## src/rtl/gyro_pkg.sv

```systemverilog
// Shared register map, command-byte layout and responder state encoding for the
// gyro SPI emulation; the master FSM uses the same constants.
package gyro_pkg;

  localparam logic [5:0] WHO_AM_I  = 6'h0F;
  localparam logic [5:0] CTRL_REG1 = 6'h20;
  localparam logic [5:0] CTRL_REG2 = 6'h21;
  localparam logic [5:0] CTRL_REG3 = 6'h22;
  localparam logic [5:0] CTRL_REG4 = 6'h23;
  localparam logic [5:0] CTRL_REG5 = 6'h24;
  localparam logic [5:0] OUT_TEMP  = 6'h26;
  localparam logic [5:0] OUT_X_L   = 6'h28;
  localparam logic [5:0] OUT_X_H   = 6'h29;
  localparam logic [5:0] OUT_Y_L   = 6'h2A;
  localparam logic [5:0] OUT_Y_H   = 6'h2B;
  localparam logic [5:0] OUT_Z_L   = 6'h2C;
  localparam logic [5:0] OUT_Z_H   = 6'h2D;

  localparam int CMD_RW_BIT = 7;
  localparam int CMD_MS_BIT = 6;

  typedef enum logic [1:0] {
    ST_IDLE,
    ST_CMD,
    ST_READ,
    ST_WRITE
  } resp_state_t;

endpackage

```

## src/rtl/gyro_spi_responder_shifter.sv

```systemverilog
// SPI mode-3 slave bit engine: synchronizes the pins, detects edges, assembles
// received bytes and shifts out a loaded transmit byte on sclk falling edges.
module spi_slave_shifter #(
  parameter int SYNC_STAGES = 2
) (
  input  logic       clk,
  input  logic       rst,
  input  logic       sclk,
  input  logic       ss_n,
  input  logic       mosi,
  input  logic       tx_load,
  input  logic [7:0] tx_byte,
  output logic       sel_fall,
  output logic       sel_rise,
  output logic       rx_valid,
  output logic [7:0] rx_byte,
  output logic       miso
);

  logic [SYNC_STAGES-1:0] sclk_sync_reg;
  logic [SYNC_STAGES-1:0] ss_sync_reg;
  logic [SYNC_STAGES-1:0] mosi_sync_reg;
  logic       sclk_prev_reg;
  logic       ss_prev_reg;
  logic       active_reg;
  logic [2:0] bit_cnt_reg;
  logic [6:0] rx_shift_reg;
  logic [7:0] tx_shift_reg;
  logic [7:0] rx_byte_reg;
  logic       rx_valid_reg;
  logic       miso_reg;

  logic sclk_s, ss_s, mosi_s, sclk_rise, sclk_fall;

  assign sclk_s    = sclk_sync_reg[SYNC_STAGES-1];
  assign ss_s      = ss_sync_reg[SYNC_STAGES-1];
  assign mosi_s    = mosi_sync_reg[SYNC_STAGES-1];
  assign sel_fall  = ~ss_s & ss_prev_reg;
  assign sel_rise  = ss_s & ~ss_prev_reg;
  assign sclk_rise = active_reg & sclk_s & ~sclk_prev_reg;
  assign sclk_fall = active_reg & ~sclk_s & sclk_prev_reg;

  assign rx_valid = rx_valid_reg;
  assign rx_byte  = rx_byte_reg;
  assign miso     = miso_reg;

  // ss_n chain resets low so a frame still in progress when rst drops never
  // looks like a fresh select; only a genuine later fall starts a frame.
  always_ff @(posedge clk) begin
    if (rst) begin
      sclk_sync_reg <= '1;
      ss_sync_reg   <= '0;
      mosi_sync_reg <= '0;
      sclk_prev_reg <= 1'b1;
      ss_prev_reg   <= 1'b0;
      active_reg    <= 1'b0;
      bit_cnt_reg   <= 3'd0;
      rx_shift_reg  <= 7'd0;
      tx_shift_reg  <= 8'd0;
      rx_byte_reg   <= 8'd0;
      rx_valid_reg  <= 1'b0;
      miso_reg      <= 1'b0;
    end else begin
      sclk_sync_reg <= {sclk_sync_reg[SYNC_STAGES-2:0], sclk};
      ss_sync_reg   <= {ss_sync_reg[SYNC_STAGES-2:0], ss_n};
      mosi_sync_reg <= {mosi_sync_reg[SYNC_STAGES-2:0], mosi};
      sclk_prev_reg <= sclk_s;
      ss_prev_reg   <= ss_s;
      rx_valid_reg  <= 1'b0;
      if (sel_fall || sel_rise) begin
        active_reg   <= sel_fall;
        bit_cnt_reg  <= 3'd0;
        rx_shift_reg <= 7'd0;
        tx_shift_reg <= 8'd0;
        miso_reg     <= 1'b0;
      end else begin
        if (sclk_rise) begin
          rx_shift_reg <= {rx_shift_reg[5:0], mosi_s};
          bit_cnt_reg  <= bit_cnt_reg + 3'd1;
          if (bit_cnt_reg == 3'd7) begin
            rx_valid_reg <= 1'b1;
            rx_byte_reg  <= {rx_shift_reg, mosi_s};
          end
        end
        if (tx_load) begin
          tx_shift_reg <= tx_byte;
        end else if (sclk_fall) begin
          miso_reg     <= tx_shift_reg[7];
          tx_shift_reg <= {tx_shift_reg[6:0], 1'b0};
        end
      end
    end
  end

endmodule

```

## src/rtl/gyro_spi_responder.sv

```systemverilog
// SPI slave emulating the 3-axis gyro register map: command decode, coherent
// axis snapshot per frame, read mux and writable control registers.
module gyro_spi_responder
  import gyro_pkg::*;
#(
  parameter int         SYNC_STAGES  = 2,
  parameter logic [7:0] WHO_AM_I_VAL = 8'hD3,
  parameter logic [7:0] CTRL1_RST    = 8'h07
) (
  input  logic        clk,
  input  logic        rst,
  input  logic        sclk,
  input  logic        ss_n,
  input  logic        mosi,
  output logic        miso,
  output logic        miso_oe,
  input  logic [15:0] x_in,
  input  logic [15:0] y_in,
  input  logic [15:0] z_in,
  input  logic [7:0]  temp_in,
  output logic [7:0]  ctrl_reg1,
  output logic [7:0]  ctrl_reg2,
  output logic [7:0]  ctrl_reg3,
  output logic [7:0]  ctrl_reg4,
  output logic [7:0]  ctrl_reg5,
  output logic        wr_strobe,
  output logic [5:0]  wr_addr,
  output logic        busy
);

  resp_state_t state_reg, state_next;
  logic [5:0]  addr_reg, addr_next;
  logic        ms_reg, ms_next;
  logic [15:0] x_sh_reg, y_sh_reg, z_sh_reg;
  logic [7:0]  temp_sh_reg;
  logic        busy_reg;
  logic        wr_strobe_reg;
  logic [5:0]  wr_addr_reg;
  logic [7:0]  ctrl_q [5];

  logic       sel_fall, sel_rise, rx_valid, tx_load, commit;
  logic [7:0] rx_byte, rd_data;
  logic [5:0] cmd_addr, access_addr;

  spi_slave_shifter #(.SYNC_STAGES(SYNC_STAGES)) u_shifter (
    .clk      (clk),
    .rst      (rst),
    .sclk     (sclk),
    .ss_n     (ss_n),
    .mosi     (mosi),
    .tx_load  (tx_load),
    .tx_byte  (rd_data),
    .sel_fall (sel_fall),
    .sel_rise (sel_rise),
    .rx_valid (rx_valid),
    .rx_byte  (rx_byte),
    .miso     (miso)
  );

  assign cmd_addr    = rx_byte[5:0];
  // The first read byte comes straight from the command; later ones from the pointer.
  assign access_addr = (state_reg == ST_CMD) ? cmd_addr : addr_reg;

  always_comb begin
    rd_data = 8'h00;
    case (access_addr)
      WHO_AM_I:  rd_data = WHO_AM_I_VAL;
      CTRL_REG1: rd_data = ctrl_q[0];
      CTRL_REG2: rd_data = ctrl_q[1];
      CTRL_REG3: rd_data = ctrl_q[2];
      CTRL_REG4: rd_data = ctrl_q[3];
      CTRL_REG5: rd_data = ctrl_q[4];
      OUT_TEMP:  rd_data = temp_sh_reg;
      OUT_X_L:   rd_data = x_sh_reg[7:0];
      OUT_X_H:   rd_data = x_sh_reg[15:8];
      OUT_Y_L:   rd_data = y_sh_reg[7:0];
      OUT_Y_H:   rd_data = y_sh_reg[15:8];
      OUT_Z_L:   rd_data = z_sh_reg[7:0];
      OUT_Z_H:   rd_data = z_sh_reg[15:8];
      default:   rd_data = 8'h00;
    endcase
  end

  always_comb begin
    state_next = state_reg;
    addr_next  = addr_reg;
    ms_next    = ms_reg;
    tx_load    = 1'b0;
    commit     = 1'b0;
    if (sel_rise) begin
      state_next = ST_IDLE;
    end else if (sel_fall) begin
      state_next = ST_CMD;
      addr_next  = 6'd0;
      ms_next    = 1'b0;
    end else if (rx_valid) begin
      case (state_reg)
        ST_CMD: begin
          ms_next = rx_byte[CMD_MS_BIT];
          if (rx_byte[CMD_RW_BIT]) begin
            state_next = ST_READ;
            tx_load    = 1'b1;
            addr_next  = cmd_addr + {5'd0, rx_byte[CMD_MS_BIT]};
          end else begin
            state_next = ST_WRITE;
            addr_next  = cmd_addr;
          end
        end
        ST_READ: begin
          tx_load   = 1'b1;
          addr_next = addr_reg + {5'd0, ms_reg};
        end
        ST_WRITE: begin
          commit    = 1'b1;
          addr_next = addr_reg + {5'd0, ms_reg};
        end
        default: ;
      endcase
    end
  end

  always_ff @(posedge clk) begin
    if (rst) begin
      state_reg     <= ST_IDLE;
      addr_reg      <= 6'd0;
      ms_reg        <= 1'b0;
      x_sh_reg      <= 16'd0;
      y_sh_reg      <= 16'd0;
      z_sh_reg      <= 16'd0;
      temp_sh_reg   <= 8'd0;
      busy_reg      <= 1'b0;
      wr_strobe_reg <= 1'b0;
      wr_addr_reg   <= 6'd0;
    end else begin
      state_reg     <= state_next;
      addr_reg      <= addr_next;
      ms_reg        <= ms_next;
      wr_strobe_reg <= commit;
      if (commit) wr_addr_reg <= addr_reg;
      if (sel_rise) begin
        busy_reg <= 1'b0;
      end else if (sel_fall) begin
        busy_reg    <= 1'b1;
        x_sh_reg    <= x_in;
        y_sh_reg    <= y_in;
        z_sh_reg    <= z_in;
        temp_sh_reg <= temp_in;
      end
    end
  end

  for (genvar gi = 0; gi < 5; gi++) begin : g_ctrl
    localparam logic [5:0] REG_ADDR = CTRL_REG1 + 6'(gi);
    localparam logic [7:0] REG_RST  = (gi == 0) ? CTRL1_RST : 8'h00;
    logic [7:0] val_reg;
    always_ff @(posedge clk) begin
      if (rst) begin
        val_reg <= REG_RST;
      end else if (commit && addr_reg == REG_ADDR) begin
        val_reg <= rx_byte;
      end
    end
    assign ctrl_q[gi] = val_reg;
  end

  assign ctrl_reg1 = ctrl_q[0];
  assign ctrl_reg2 = ctrl_q[1];
  assign ctrl_reg3 = ctrl_q[2];
  assign ctrl_reg4 = ctrl_q[3];
  assign ctrl_reg5 = ctrl_q[4];
  assign busy      = busy_reg;
  assign miso_oe   = busy_reg;
  assign wr_strobe = wr_strobe_reg;
  assign wr_addr   = wr_addr_reg;

endmodule

```

## config.mk

```make
export PLATFORM = sky130hd
export DESIGN_NAME = gyro_spi_responder
export DESIGN_NICKNAME = d
export VERILOG_FILES = /design/src/rtl/gyro_pkg.sv /design/src/rtl/gyro_spi_responder_shifter.sv /design/src/rtl/gyro_spi_responder.sv
export SDC_FILE = /design/constraint.sdc
export NUM_CORES = 1
export LEC_CHECK = 0
export ABC_AREA = 1
export BUFFER_PORTS_ARGS = -buffer_cell sky130_fd_sc_hd__buf_2
export CORE_AREA = 2 2 138 140
export CTS_CLUSTER_DIAMETER = 200
export DETAILED_ROUTE_END_ITERATION = 10
export DIE_AREA = 0 0 140 142
export PLACE_DENSITY = 0.67
export SLEW_MARGIN = 10
export SYNTH_ARGS = -nofsm -noshare
export SYNTH_HDL_FRONTEND = slang
export SYNTH_SLANG_ARGS = --single-unit
```

## constraint.sdc

```tcl
create_clock -name clk -period 2.3 [get_ports clk]
set_clock_uncertainty 0.05 [all_clocks]
set_input_delay 0.115 -clock clk [delete_from_list [all_inputs] [get_ports clk]]
set_output_delay 0.115 -clock clk [all_outputs]
set_load 0.005 [all_outputs]
```

==> reports/metrics.yaml <==
outcome:
  result_of_the_run: "complete, but fails checks"
  violations: "DRC"
min_path:
  worst_hold_path_type: "in2reg"
power_and_ir_drop:
  power.share.switching_pct: 21.9
  intPower_mw: 4.62
  power.sequential.fraction_pct: 45.1
  ir_worst_vdd_uv: 539
  switchingPower_mw: 1.30
  p_comb_share_pct: 5.1
  power_density_nw_per_um2: 652
  power.clock.fraction_pct: 49.8
  cellLeakagePower_nw: 4.23
synthesis:
  ys_async_sr_fraction_pct: 0
  synth_cell_type_count: 35
  synth_top_cell_by_area: "dfxtp_1"
  synth.top_cells.by_area: "dfxtp_1 (44%), nand2_1 (11%), o21ai_0 (9.1%), nor2_1 (9.1%), a21oi_1 (5.9%)"
  number_of_enable_flip_flop_cells_after_synthesis: 0
  post_synth_inst_count: 974
  synthFlopType: "dfxtp_1"
  synth_seq_area_share_pct: 43.5
  syn_area_per_cell_um2: 7.08
  yosys_warnings: 0
  synth_top_area_share_pct: 43.5
  synthesis.area_um2: 6900
  ys_seq_elements: 150
  synth_fp_nets: 1046
setup_path:
  critical_path_class: "reg2reg"
  setup.worst_path.end_class: "register"
  worstPathCellList: "inv_1 > ha_1 > inv_1 > nand3_1 > nor2_1 > nand2_1 > nor3_2 > buf_4 > o21ai_0 > a21oi_1"
  setup.worst_path.start_class: "register"
  crit_top_cell: "inv_1"
  timing.critical_path.slowest_stage_cell: "nor2_1"
  cp_data_required_time_ps: 2600
  arrival_time_of_the_worst_setup_path_ps: 2460
  crit_path_max_fanout: 16
  critical-path-max-stage-delay_ps: 350
timing:
  timing.final.hold_violations: 0
  finalHoldWorstSlack_ps: 25.6
  finalCritPeriodShare_pct: 93.5
  achievable-frequency_ghz: 0.465
  grt_setup_unrepaired: "no"
  worst_pin_slew_ps: 592
  totalNegativeSetupSlack_ps: 0
  period_needed_ps: 2150
  slew-limit-headroom_pct: 60.5
  slew_viol_final: 0
  timing.final.setup_violations: 0
layout:
  postLayoutCoreUtil_pct: 49.2
  drive_gt1_share_pct: 19.7
  finalNetCount: 1224
  num-fill-cells: 1798
  num_antenna_cells: 0
  syn2layout_area_growth_pct: 31.5
routing:
  post_drt_via_cell_ratio: 4.95
  drt_first_iter_violations: 477
  drcViolationCount: 11
  routed_wire_length_per_instance_um: 15.7
  detail_route.first_pass.iterations: 11
  dr_total_vias: 6931
  postRouteWirelength_um: 22000
  antenna_violating_nets_post_route: 0
clock_tree:
  cts_made_buffers: 17
  cts-root-to-sink-buffers: 2
  tritoncts: "done"
  cts.repair_timing.setup_buffer_count: 0
  htreeDepth: 4
  tritoncts_num_sinks: 150
  path_clk_slew_ps: 60
  clkLatencyLatePin_ps: 430
  ctsRootBufferMaster: "clkbuf_16"
floorplanning:
  initial_utilization_pct: 37.4
  core_area_um2: 18500
  core.rowCount: 50
  die-area_um2: 19900
  die_h_um: 142
  floorplan.die.width_um: 140
  boundaryPins: 111
grt:
  grt-ovfl-total: 0
  grt_start_max_net_pins: 109
  use_met1_pct: 28.8
  first_global_vias: 6652
  use_met2_pct: 36.7
  grt_most_used_layer: "met2"
  initial_antenna_violation_count: 0
  grt_first_pass_wirelength_um: 34600
  grt_util_met3_pct: 4.24
  global_route.usage.total_pct: 22.2
run:
  maxCapViolCount: 0
placed_design:
  detailed_place_hpwl_um: 15400
  io_buffer_count: 110
  routabilityCongestion: 0.919
[layout make-up]
type,instances,area (um2),share of cell area [%]
clock inverter,10,141,1.56
tap,234,293,3.23
inverter,70,268,2.95
sequential,150,3000,33.1
clock buffer,22,484,5.34
multi-input combinational,712,3470,38.3
timing repair buffer,201,1410,15.5
[power groups by stage]
stage | Sequential, mW | Combinational, mW | Clock (mW)
3_5_place_dp | 2.72 | 0.221 | 0
2_1_floorplan | 2.71 | 0.127 | 0
4_1_cts | 2.66 | 0.299 | 2.98
5_1_grt | 2.67 | 0.333 | 3.09
6_report | 2.66 | 0.304 | 2.95
3_3_place_gp | 2.72 | 0.219 | 0
[synth_stat cells, types with 2 or more instances]
cell,number
a21oi_1,81
o21ai_0,126
o211ai_1,4
or2_2,2
nand2_2,13
clkbuf_1,27
nor2_4,6
nor2_8,4
o22ai_1,2
nor2_1,167
nand3_1,55
inv_1,60
clkinv_1,5
nand2_4,5
inv_2,5
ha_1,11
buf_1,2
nor2_2,12
buf_2,7
buf_6,2
nor3_1,9
nor3_2,3
o21ai_1,3
a22o_1,2
nand2_1,197
nand4_1,3
buf_4,4
dfxtp_1,150
[worst max-delay path: cells and delay by family, from the launching register on]
family | cells | cell delay, ps
adders and majority gates | 1 | 210
and+or+nand+nor | 4 | 870
DFF | 1 | 330
AOI/OAI and AO/OA | 2 | 240
buffers and inverters | 3 | 370
[final timing paths]
path / start / endpoint / slack (ps) / cells past startpoint
min reg2reg: u_shifter.mosi_sync_reg[0]$_SDFF_PP0_ / u_shifter.mosi_sync_reg[1]$_SDFF_PP0_ / 360 / 2
min: rst / u_shifter.ss_sync_reg[0]$_SDFF_PP0_ / 30 / 2
max reg2reg: u_shifter.ss_prev_reg$_SDFF_PP0_ / ctrl_reg3[2]$_SDFFE_PP0P_ / 150 / 10
max: u_shifter.ss_prev_reg$_SDFF_PP0_ / ctrl_reg3[2]$_SDFFE_PP0P_ / 150 / 10
[per-layer routing]
metal	vias up	wire length, um
met4	0	758
met3	50	1330
met2	223	10100
li1	3537	-
met5	-	0
met1	3121	9830
[logic make-up (layout without fill, tap and decap cells)]
| family | Yosys count | in the layout | synth area share, % |
|---|---|---|---|
| buffers and inverters | 112 | 303 | 6.66 |
| AND/OR/NAND/NOR | 480 | 480 | 31.3 |
| AO/OA/AOI/OAI | 221 | 221 | 16.5 |
| flip-flops | 150 | 150 | 43.5 |
| adder cells (fa/ha/maj) | 11 | 11 | 2.00 |
[layout by cell type, fill, tap and decap left out, drive strengths merged]
cell	n
buf	142
a211oi	1
nor3	13
a21oi	81
clkinv	8
o21ai	129
dfxtp	150
ha	11
inv	67
nand3	56
nor2	189
dlygate4sd3	59
bufinv	3
or2	2
nand4	3
o22ai	2
a22o	2
clkinvlp	2
nand2	215
clkbuf	22
nor4	2
o211ai	4
o221ai	1
o32ai	1
[metrics by stage]
| stage | power, mW | std cells | instance area [um2] | setup WS, ps |
|---|---|---|---|---|
| global placement | 2.94 | 1308 | 7810 | 115 |
| global route | 6.09 | 1399 | 9070 | 0.485 |
| finish | 5.91 | 1399 | 9070 | 149 |
| floorplan | 2.84 | 974 | 6900 | 366 |
| CTS | 5.95 | 1399 | 9030 | 86.9 |
| detailed placement | 2.94 | 1308 | 7810 | 82.2 |
[what timing repair did]
action	4_1_cts	5_1_grt
hold buffers	59	0
setup endpoints to repair	0	8
hold endpoints to repair	59	0
resized for setup	0	11
Note: power is estimated with default switching activity, not from simulation.
